--- config.mk ---
export PLATFORM = sky130hd
export DESIGN_NAME = mem_arbiter_flat
export DESIGN_NICKNAME = d
export VERILOG_FILES = /design/src/rtl/mem_arbiter_pkg.sv /design/src/rtl/mem_arbiter_if.sv /design/src/rtl/mem_arbiter.sv /design/src/flat_wrapper.sv
export SDC_FILE = /design/constraint.sdc
export NUM_CORES = 1
export LEC_CHECK = 0
export BUFFER_PORTS_ARGS = -buffer_cell sky130_fd_sc_hd__buf_2
export CORE_MARGIN = 2
export CORE_UTILIZATION = 43
export CTS_CLUSTER_DIAMETER = 100
export DETAILED_ROUTE_END_ITERATION = 10
export PLACE_DENSITY_LB_ADDON = 0.25
export SLEW_MARGIN = 30
export SYNTH_ARGS = -nofsm -noshare
export SYNTH_HDL_FRONTEND = slang
export SYNTH_SLANG_ARGS = --single-unit
export TNS_END_PERCENT = 20
--- constraint.sdc ---
create_clock -name clk -period 2.5 [get_ports clk]
set_clock_uncertainty 0.1 [all_clocks]
set_input_delay 0.5 -clock clk [delete_from_list [all_inputs] [get_ports clk]]
set_output_delay 0.5 -clock clk [all_outputs]
set_load 0.01 [all_outputs]
--- src/rtl/mem_arbiter_pkg.sv ---
// mem_arb_pkg: arbiter FSM states, memwrite encodings and beat size
package mem_arb_pkg;
  typedef enum logic [2:0] {IDLE, D0, D1, DRESP, I0, IRESP} state_t;
  localparam logic [1:0] MW_READ  = 2'b00;
  localparam logic [1:0] MW_WORD  = 2'b01;
  localparam logic [1:0] MW_DWORD = 2'b10;
  localparam logic [1:0] MR_DWORD = 2'b11;
  localparam int BEAT_BYTES = 4;
endpackage

--- src/rtl/mem_arbiter_if.sv ---
// mem_arbiter_if: core fetch/data ports and 32-bit memory beat bus; slave = arbiter view, master = core+memory view
interface mem_arbiter_if #(parameter int N = 64, parameter int AW = 32);
  logic          instrreq;
  logic [31:0]   instradr;
  logic [31:0]   instr;
  logic          instrabort;
  logic          datareq;
  logic [1:0]    memwrite;
  logic [N-1:0]  dataadr;
  logic [N-1:0]  writedata;
  logic [N-1:0]  readdata;
  logic          dataabort;
  logic          mem_req;
  logic          mem_we;
  logic [AW-1:0] mem_adr;
  logic [31:0]   mem_wdata;
  logic [31:0]   mem_rdata;
  logic          mem_ready;
  modport slave (
    input  instrreq, instradr, datareq, memwrite, dataadr, writedata, mem_rdata, mem_ready,
    output instr, instrabort, readdata, dataabort, mem_req, mem_we, mem_adr, mem_wdata
  );
  modport master (
    output instrreq, instradr, datareq, memwrite, dataadr, writedata, mem_rdata, mem_ready,
    input  instr, instrabort, readdata, dataabort, mem_req, mem_we, mem_adr, mem_wdata
  );
endinterface

--- src/rtl/mem_arbiter.sv ---
// mem_arbiter: shares a 32-bit memory between fetch and data ports (clk, reset active-low async, bus: core requests/aborts + memory beats)
module mem_arbiter import mem_arb_pkg::*; #(
  parameter int N  = 64,
  parameter int AW = 32
) (
  input  logic    clk,
  input  logic    reset,
  mem_arbiter_if.slave bus
);
  state_t        state_q, state_d;
  logic [31:0]   instr_q, instr_d;
  logic [N-1:0]  rdata_q, rdata_d;
  logic [AW-1:0] adr_q, adr_d, base_adr;
  logic [31:0]   wdata_q, wdata_d;
  logic          dword, rd, unused;
  assign dword = bus.memwrite[1];
  assign rd = bus.memwrite == MW_READ || bus.memwrite == MR_DWORD;
  assign base_adr = dword ? {bus.dataadr[AW-1:3], 3'b000} : {bus.dataadr[AW-1:2], 2'b00};
  assign unused = ^{bus.dataadr[N-1:AW], bus.dataadr[1:0], bus.instradr[1:0]};
  always_comb begin
    state_d = state_q;
    instr_d = instr_q;
    rdata_d = rdata_q;
    adr_d = adr_q;
    wdata_d = wdata_q;
    bus.mem_req = 1'b0;
    bus.mem_we = 1'b0;
    case (state_q)
      IDLE: state_d = bus.datareq ? D0 : bus.instrreq ? I0 : IDLE;
      D0: begin
        bus.mem_req = 1'b1;
        bus.mem_we = bus.memwrite == MW_WORD || bus.memwrite == MW_DWORD;
        adr_d = base_adr;
        wdata_d = bus.writedata[31:0];
        if (bus.mem_ready) begin
          if (rd) rdata_d[31:0] = bus.mem_rdata;
          state_d = dword ? D1 : DRESP;
        end
      end
      D1: begin
        bus.mem_req = 1'b1;
        bus.mem_we = bus.memwrite == MW_DWORD;
        adr_d = base_adr + AW'(BEAT_BYTES);
        wdata_d = bus.writedata[63:32];
        if (bus.mem_ready) begin
          if (rd) rdata_d[63:32] = bus.mem_rdata;
          state_d = DRESP;
        end
      end
      DRESP: state_d = bus.instrreq ? I0 : IDLE;
      I0: begin
        bus.mem_req = 1'b1;
        adr_d = {bus.instradr[AW-1:2], 2'b00};
        if (bus.mem_ready) begin
          instr_d = bus.mem_rdata;
          state_d = IRESP;
        end
      end
      IRESP: state_d = bus.datareq ? D0 : IDLE;
      default: state_d = IDLE;
    endcase
    if (state_d == D0 && state_q != D0 && bus.memwrite == MW_READ) rdata_d[N-1:32] = '0;
  end
  assign bus.mem_adr = adr_d;
  assign bus.mem_wdata = wdata_d;
  assign bus.instr = instr_q;
  assign bus.readdata = rdata_q;
  assign bus.dataabort = bus.datareq & (state_q != DRESP);
  assign bus.instrabort = bus.instrreq & (state_q != IRESP);
  always_ff @(posedge clk or negedge reset)
    if (!reset) begin
      state_q <= IDLE;
      instr_q <= '0;
      rdata_q <= '0;
      adr_q <= '0;
      wdata_q <= '0;
    end else begin
      state_q <= state_d;
      instr_q <= instr_d;
      rdata_q <= rdata_d;
      adr_q <= adr_d;
      wdata_q <= wdata_d;
    end
endmodule

--- src/flat_wrapper.sv ---
// flat-port wrapper written by rule: the top's interface ports become plain ports
module mem_arbiter_flat import mem_arb_pkg::*;
#(
  parameter int N  = 64,
  parameter int AW = 32
)
  (clk, reset, bus_instrreq, bus_instradr, bus_datareq, bus_memwrite, bus_dataadr, bus_writedata, bus_mem_rdata, bus_mem_ready, bus_instr, bus_instrabort, bus_readdata, bus_dataabort, bus_mem_req, bus_mem_we, bus_mem_adr, bus_mem_wdata);
  mem_arbiter_if #(.N(N), .AW(AW)) bus_i ();
  input  logic clk;
  input  logic reset;
  input wire logic [$bits(bus_i.instrreq)-1:0] bus_instrreq;
  input wire logic [$bits(bus_i.instradr)-1:0] bus_instradr;
  input wire logic [$bits(bus_i.datareq)-1:0] bus_datareq;
  input wire logic [$bits(bus_i.memwrite)-1:0] bus_memwrite;
  input wire logic [$bits(bus_i.dataadr)-1:0] bus_dataadr;
  input wire logic [$bits(bus_i.writedata)-1:0] bus_writedata;
  input wire logic [$bits(bus_i.mem_rdata)-1:0] bus_mem_rdata;
  input wire logic [$bits(bus_i.mem_ready)-1:0] bus_mem_ready;
  output wire logic [$bits(bus_i.instr)-1:0] bus_instr;
  output wire logic [$bits(bus_i.instrabort)-1:0] bus_instrabort;
  output wire logic [$bits(bus_i.readdata)-1:0] bus_readdata;
  output wire logic [$bits(bus_i.dataabort)-1:0] bus_dataabort;
  output wire logic [$bits(bus_i.mem_req)-1:0] bus_mem_req;
  output wire logic [$bits(bus_i.mem_we)-1:0] bus_mem_we;
  output wire logic [$bits(bus_i.mem_adr)-1:0] bus_mem_adr;
  output wire logic [$bits(bus_i.mem_wdata)-1:0] bus_mem_wdata;
  assign bus_i.instrreq = bus_instrreq;
  assign bus_i.instradr = bus_instradr;
  assign bus_i.datareq = bus_datareq;
  assign bus_i.memwrite = bus_memwrite;
  assign bus_i.dataadr = bus_dataadr;
  assign bus_i.writedata = bus_writedata;
  assign bus_i.mem_rdata = bus_mem_rdata;
  assign bus_i.mem_ready = bus_mem_ready;
  assign bus_instr = bus_i.instr;
  assign bus_instrabort = bus_i.instrabort;
  assign bus_readdata = bus_i.readdata;
  assign bus_dataabort = bus_i.dataabort;
  assign bus_mem_req = bus_i.mem_req;
  assign bus_mem_we = bus_i.mem_we;
  assign bus_mem_adr = bus_i.mem_adr;
  assign bus_mem_wdata = bus_i.mem_wdata;
  mem_arbiter #(.N(N), .AW(AW)) u_core (.clk(clk), .reset(reset), .bus(bus_i));
endmodule
* Word-level counts from Yosys, hierarchy flattened *
Cells that the tools add are included.

word-level totals
  bits in registers = 163
  output and inout bits = 164

operators by class
  add/sub/neg operators = 1
  equal/unequal tests = 12
  multiplexer cells = 17
  bitwise logic cells = 2
  reduce and logical (&&, ||, !) cells = 13

operator list
  operator                                                          count
  32-bit 2-to-1 mux                                                 4
  32-bit one-hot mux with 3 select lines                            1
  32-bit one-hot mux with 2 select lines                            1
  32-bit by 3-bit adder with 32-bit output (second input constant)  1
  3-bit 2-to-1 mux                                                  6
  3-bit one-hot mux with 6 select lines                             1
  3-bit by 1-bit == test with 1-bit output (second input constant)  2
  3-bit by 2-bit == test with 1-bit output (second input constant)  2
  3-bit == test (second input constant)                             2
  3-bit AND reduction                                               2
  2-bit nonzero test                                                3
  2-bit == test (second input constant)                             2
  3-bit zero test                                                   1
  1-bit 2-to-1 mux                                                  3
  3-bit by 1-bit != test with 1-bit output (second input constant)  1
  3-bit by 2-bit != test with 1-bit output (second input constant)  1
  3-bit != test (second input constant)                             1
  3-bit OR reduction                                                1
  1-bit AND                                                         2
  2-bit by 1-bit == test with 1-bit output (second input constant)  1
  1-bit logical AND                                                 2
  2-bit zero test                                                   1
  1-bit logical OR                                                  2
  1-bit one-hot mux with 2 select lines                             1
  2-bit AND reduction                                               1

* Longest topological paths before layout *
  depth after elaboration = 8
  gate-level depth with buffers = 8
  mapped depth without buffers = 8

* Worst setup path after synthesis *
Ideal clock, no wire load.

  kind = input-to-output
  start = input bus_memwrite[1]
  end = output bus_mem_adr[18]
  arrival time = 2,128 ps
  required time = 1,900 ps
  path slack = -228 ps
  stages = 8
  path buffers = 0
  path through = inv_1 > nand2_1 > inv_1 > ha_1 > nand3_1 > or4_4 > or4_1 > nand3_1

between the ends
  word-level cells in the longest chain between the ends = 3

RTL lines
  what                                      RTL line            RTL
  start: declaration                        flat_wrapper.sv:14  input wire logic [$bits(bus_i.memwrite)-1:0] bus_memwrite;
  3-bit 2-to-1 mux                          mem_arbiter.sv:18   assign base_adr = dword ? {bus.dataadr[AW-1:3], 3'b000} : {bus.dataadr[AW-1:2], 2'b00};
  32-bit by 3-bit adder with 32-bit output  mem_arbiter.sv:43   adr_d = base_adr + AW'(BEAT_BYTES);
  32-bit one-hot mux with 3 select lines    mem_arbiter.sv:28   case (state_q)
  end: declaration                          flat_wrapper.sv:25  output wire logic [$bits(bus_i.mem_adr)-1:0] bus_mem_adr;

Every way passes these cells.

* Final worst setup path *
  start = register u_core.state_q[2]
  end = output bus_mem_adr[24]

between the ends
  word-level cells in the longest chain between the ends = 2
  elaborated cells between the ends (all ways) = 4
  classes of those cells = eq/ne: 3; mux: 1

RTL lines
  what                                        RTL line           RTL
  start: declaration                          mem_arbiter.sv:10  state_t state_q, state_d;
  start signal: assignment                    mem_arbiter.sv:78  state_q <= state_d;
  3-bit == test (tied with other cells)       mem_arbiter.sv:28
  32-bit one-hot mux with 3 select lines (*)  mem_arbiter.sv:28

Every way passes the cells marked *; elsewhere a longest branch is shown, timed or not.

==> metrics.yaml <==
critical_path:
  rr_endpoint: "u_core.bus.instr[18]"
  cpMostUsedCell: "buf_6"
  required_ns: 1.90
  crit_fanout: 8
  start_kind: "flip-flop"
  path_cells: "buf_6 > buf_6 > nor3_4 > nor2_4 > buf_12 > buf_8 > o22a_1 > o31a_1 > buf_6"
  worstSetupPathDepth: 9
  crit_type: "reg -> out"
  r2r_setup_slack_ns: 0.24
  r2r_start: "u_core.state_q[0]"
  cp_top_family: "buffers and inverters"
  arrival_ns: 2.22
  cp_slowest_stage_delay_ns: 0.49
  path_buf_inv: 5
  reg2reg_depth: 7
  critPathCaptureType: "output pin"
  crit_path_top_delay_cell: "dfrtp_2"
drt:
  dr.pass1.iters: 5
  routedWlPerCell_um: 19.01
  routed_wl_mm: 26.88
  via_per_inst: 5.580
  drt.antenna.violating_nets: 0
  drtIter0Drc: 547
  drc: 0
  route.vias.total: 7890
cells_and_area:
  antenna_cells: 0
  nFillCells: 1394
  final_util_pct: 66.97
  area_growth_pct: 52.23
  drive_gt1_share_pct: 48.19
  ff_latch_area_um2: 4083
  multi_input_area_um2: 3978
  nNetsFinal: 1374
  final_cells: 1414
clock_network:
  clk_latency_ns: 0.42
  clock_sink_count: 163
  cts_buffer_depth: 2
  tritoncts: "built"
  clockRootBuffer: "clkbuf_16"
  numCtsBuffers: 17
  htree_levels: 4
  clk_pin_slew_ns: 0.07
power_and_ir_drop:
  power_density_nw_per_um2: 1409
  cellLeakagePower_nw: 6.067
  finalPower_mw: 17.01
  ir_drop_v: 0.0006793
grt:
  grt_pass1_wl_mm: 41.22
  globalRouteTotalUtil_pct: 26.38
  antenna_found_initial: 0
  gr-total-overflow: 0
  grt_max_degree: 60
  grt_pass1_vias: 7868
logic_synthesis:
  ys.warnings.count: 0
  yosysUniqueCellTypes: 61
  yosysTopAreaCell: "dfrtp_1"
  synth_flop_cell: "dfrtp_1"
  synth_edf_count: 0
  seq_area_frac_synth_pct: 51.44
  synth_top_family_by_area: "compound AO/OA/AOI/OAI gates"
  yosys.area_share.simple_pct: 13.02
  synth-seq-cells: 163
  muxShareOfSynthArea_pct: 13.38
  syn_nets: 947
  synth.area.top_cells: "dfrtp_1 (51%), mux2_1 (8.5%), mux2i_1 (4.3%)"
  synth-xor-area-share_pct: 0.8837
  synth.cell_area_um2: 7929
  syn-instance-count: 745
  yosysTopAreaCellShare_pct: 51.44
  synth_fa_ha_area_share_pct: 0.5997
  avgSynthCellArea_um2: 10.64
  synth_compound_area_share_pct: 16.88
  asyncSetResetFlopFracSynth_pct: 100.0
placed_design:
  gp_congestion: 0.9361
  port_buffers: 326
  hpwl_mm: 18.32
  dp.cells: 1356
die:
  die_height_um: 139.8
  pin_count: 363
  row_count: 49
  die_x_um: 139.8
  dieArea_um2: 19540
  start_util_pct: 43.99
  coreArea_um2: 18020
sta:
  timing.slew.headroom_pct: 60.18
  fmax_ghz: 0.3546
  rsz0062_at_grt: "true"
  worst_slack_ns: -0.3198
  hold_viol_final: 0
  period_needed_ns: 2.820
  slew_violations: 0
  finalCritPeriodShare_pct: 112.8
  worst_pin_slew_ns: 0.5973
  setup_tns_ns: -15.07
  setup_violations: 66
outcome:
  violations: "negative setup slack"
  status: "finished with violations"
min_path:
  hold_end: "u_core.wdata_q[14]"
  hp-class: "in -> reg"
  hold-path-cell-count: 3
  holdCritStartpoint: "bus_writedata[46]"
run:
  max_cap_violations: 0
-- per-layer routing --
| layer | GRT usage (%) | up-vias | wire length, um |
|---|---|---|---|
| li1 | - | 3636 | - |
| met1 | 34.16 | 3793 | 10930 |
| met2 | 43.59 | 400 | 13070 |
| met3 | 6.366 | 61 | 2214 |
| met4 | 8.947 | 0 | 661 |
| met5 | 0 | - | 0 |
-- power by group --
| part | internal [mW] | leakage (nW) | switching, mW |
|---|---|---|---|
| Clock | 1.38 | 0.302 | 1.31 |
| Combinational | 4.57 | 3.76 | 5.20 |
| Sequential | 3.95 | 2.00 | 0.601 |
| Total | 9.90 | 6.07 | 7.11 |
-- flip-flops by register name, indices dropped and copies added, names as in the netlist --
name / count
u_core.adr_q: 32
u_core.bus.instr: 32
u_core.wdata_q: 32
u_core.bus.readdata: 64
u_core.state_q: 3
-- metrics by stage --
step	hold slack, ns	setup slack, ns	instance area [um^2]
after floorplan	0.1044	-0.09797	7948
after global placement	0.3491	-0.3823	10650
after detailed placement	0.3536	-0.4025	10650
after CTS	0.1859	-0.3281	11710
after global routing	0.2006	-0.4090	12070
final	0.2018	-0.3198	12070
-- timing repair --
item | in CTS | in global routing
hold buffers | 1 | 0
hold endpoints to repair | 52 | 0
pin swaps | 11 | 16
endpoints found under the setup margin | 67 | 68
gates resized for setup | 78 | 47
gates cloned | 2 | 1
buffers inserted | 9 | 15
-- synthesized netlist by cell type (3+ instances only) --
cell type / number
nand3_1: 19
nand4_1: 6
nand2b_1: 7
buf_2: 12
a22oi_1: 35
o32a_1: 4
nor3_1: 11
a22o_1: 4
clkbuf_1: 30
o21ai_0: 30
or4_1: 4
nor2_1: 27
a221o_1: 7
a221oi_1: 17
o211ai_1: 6
buf_1: 11
or3_1: 7
nand2_1: 82
xor2_1: 3
nor4b_1: 7
ha_1: 3
dfrtp_1: 163
inv_1: 20
o22ai_1: 16
mux2_1: 60
a21oi_1: 43
and3_1: 5
nor2b_1: 5
a21boi_0: 3
xnor2_1: 5
nor4_1: 10
a211oi_1: 7
mux2i_1: 34
a2bb2oi_1: 4
o31a_1: 5
mux2_2: 4
-- how the worst max path moves through the flow --
stage,end,slack [ns],start
global placement,bus_mem_adr[28],-0.38,bus_memwrite[1]
finish,bus_mem_adr[24],-0.32,u_core.state_q[2]
detailed placement,bus_mem_adr[28],-0.40,bus_memwrite[1]
floorplan,bus_mem_adr[26],-0.1,bus_memwrite[1]
CTS,bus_mem_adr[27],-0.33,u_core.state_q[0]
global route,bus_mem_adr[25],-0.41,u_core.state_q[2]
-- cells by family (layout without fill, tap and decap cells) --
| logic type | count (synthesis) | after routing |
|---|---|---|
| and+or+nand+nor | 204 | 204 |
| AOI/OAI and AO/OA | 194 | 194 |
| DFF | 163 | 163 |
| muxes | 98 | 98 |
| buffers and inverters | 74 | 514 |
| xor gates and xnor gates | 8 | 8 |
| adders and majority gates | 4 | 4 |
-- cell type report --
cell class                 count  share of cell area [%]
sequential                   163                   33.82
inverter                      20                  0.6738
clock inverter                15                   1.690
timing repair buffer         462                   24.96
clock buffer                  17                   3.524
tap                          229                   2.374
multi-input combinational    508                   32.95
-- worst min-delay path, stage by stage --
cell	delay, ns
buf_2	0.07
a22oi_1	0.05
nand2_1	0.07
-- placed cells by master (no fill, tap or decap), types with 5 or more instances in the layout --
master | synthesis | routed
o21ai_0 | 30 | 23
nand2_1 | 82 | 80
or3_1 | 7 | 6
a221oi_4 | 0 | 6
nor2_1 | 27 | 26
or4_4 | 1 | 5
nor3_2 | 0 | 5
xnor2_1 | 5 | 5
a221oi_1 | 17 | 7
inv_1 | 20 | 17
clkinv_8 | 0 | 7
nand2b_1 | 7 | 5
dfrtp_1 | 163 | 160
o211ai_1 | 6 | 6
buf_6 | 1 | 20
mux2i_1 | 34 | 34
buf_2 | 12 | 317
nor3_1 | 11 | 5
o31a_1 | 5 | 5
nand3_1 | 19 | 13
a22oi_1 | 35 | 35
clkbuf_16 | 0 | 18
nor4_1 | 10 | 7
mux2_1 | 60 | 60
a21oi_1 | 43 | 41
a221o_1 | 7 | 7
o22ai_1 | 16 | 15
nor4b_2 | 0 | 6
buf_12 | 0 | 16
buf_4 | 0 | 103
nand4_1 | 6 | 6
No activity file was read; power rests on OpenSTA's default activity.
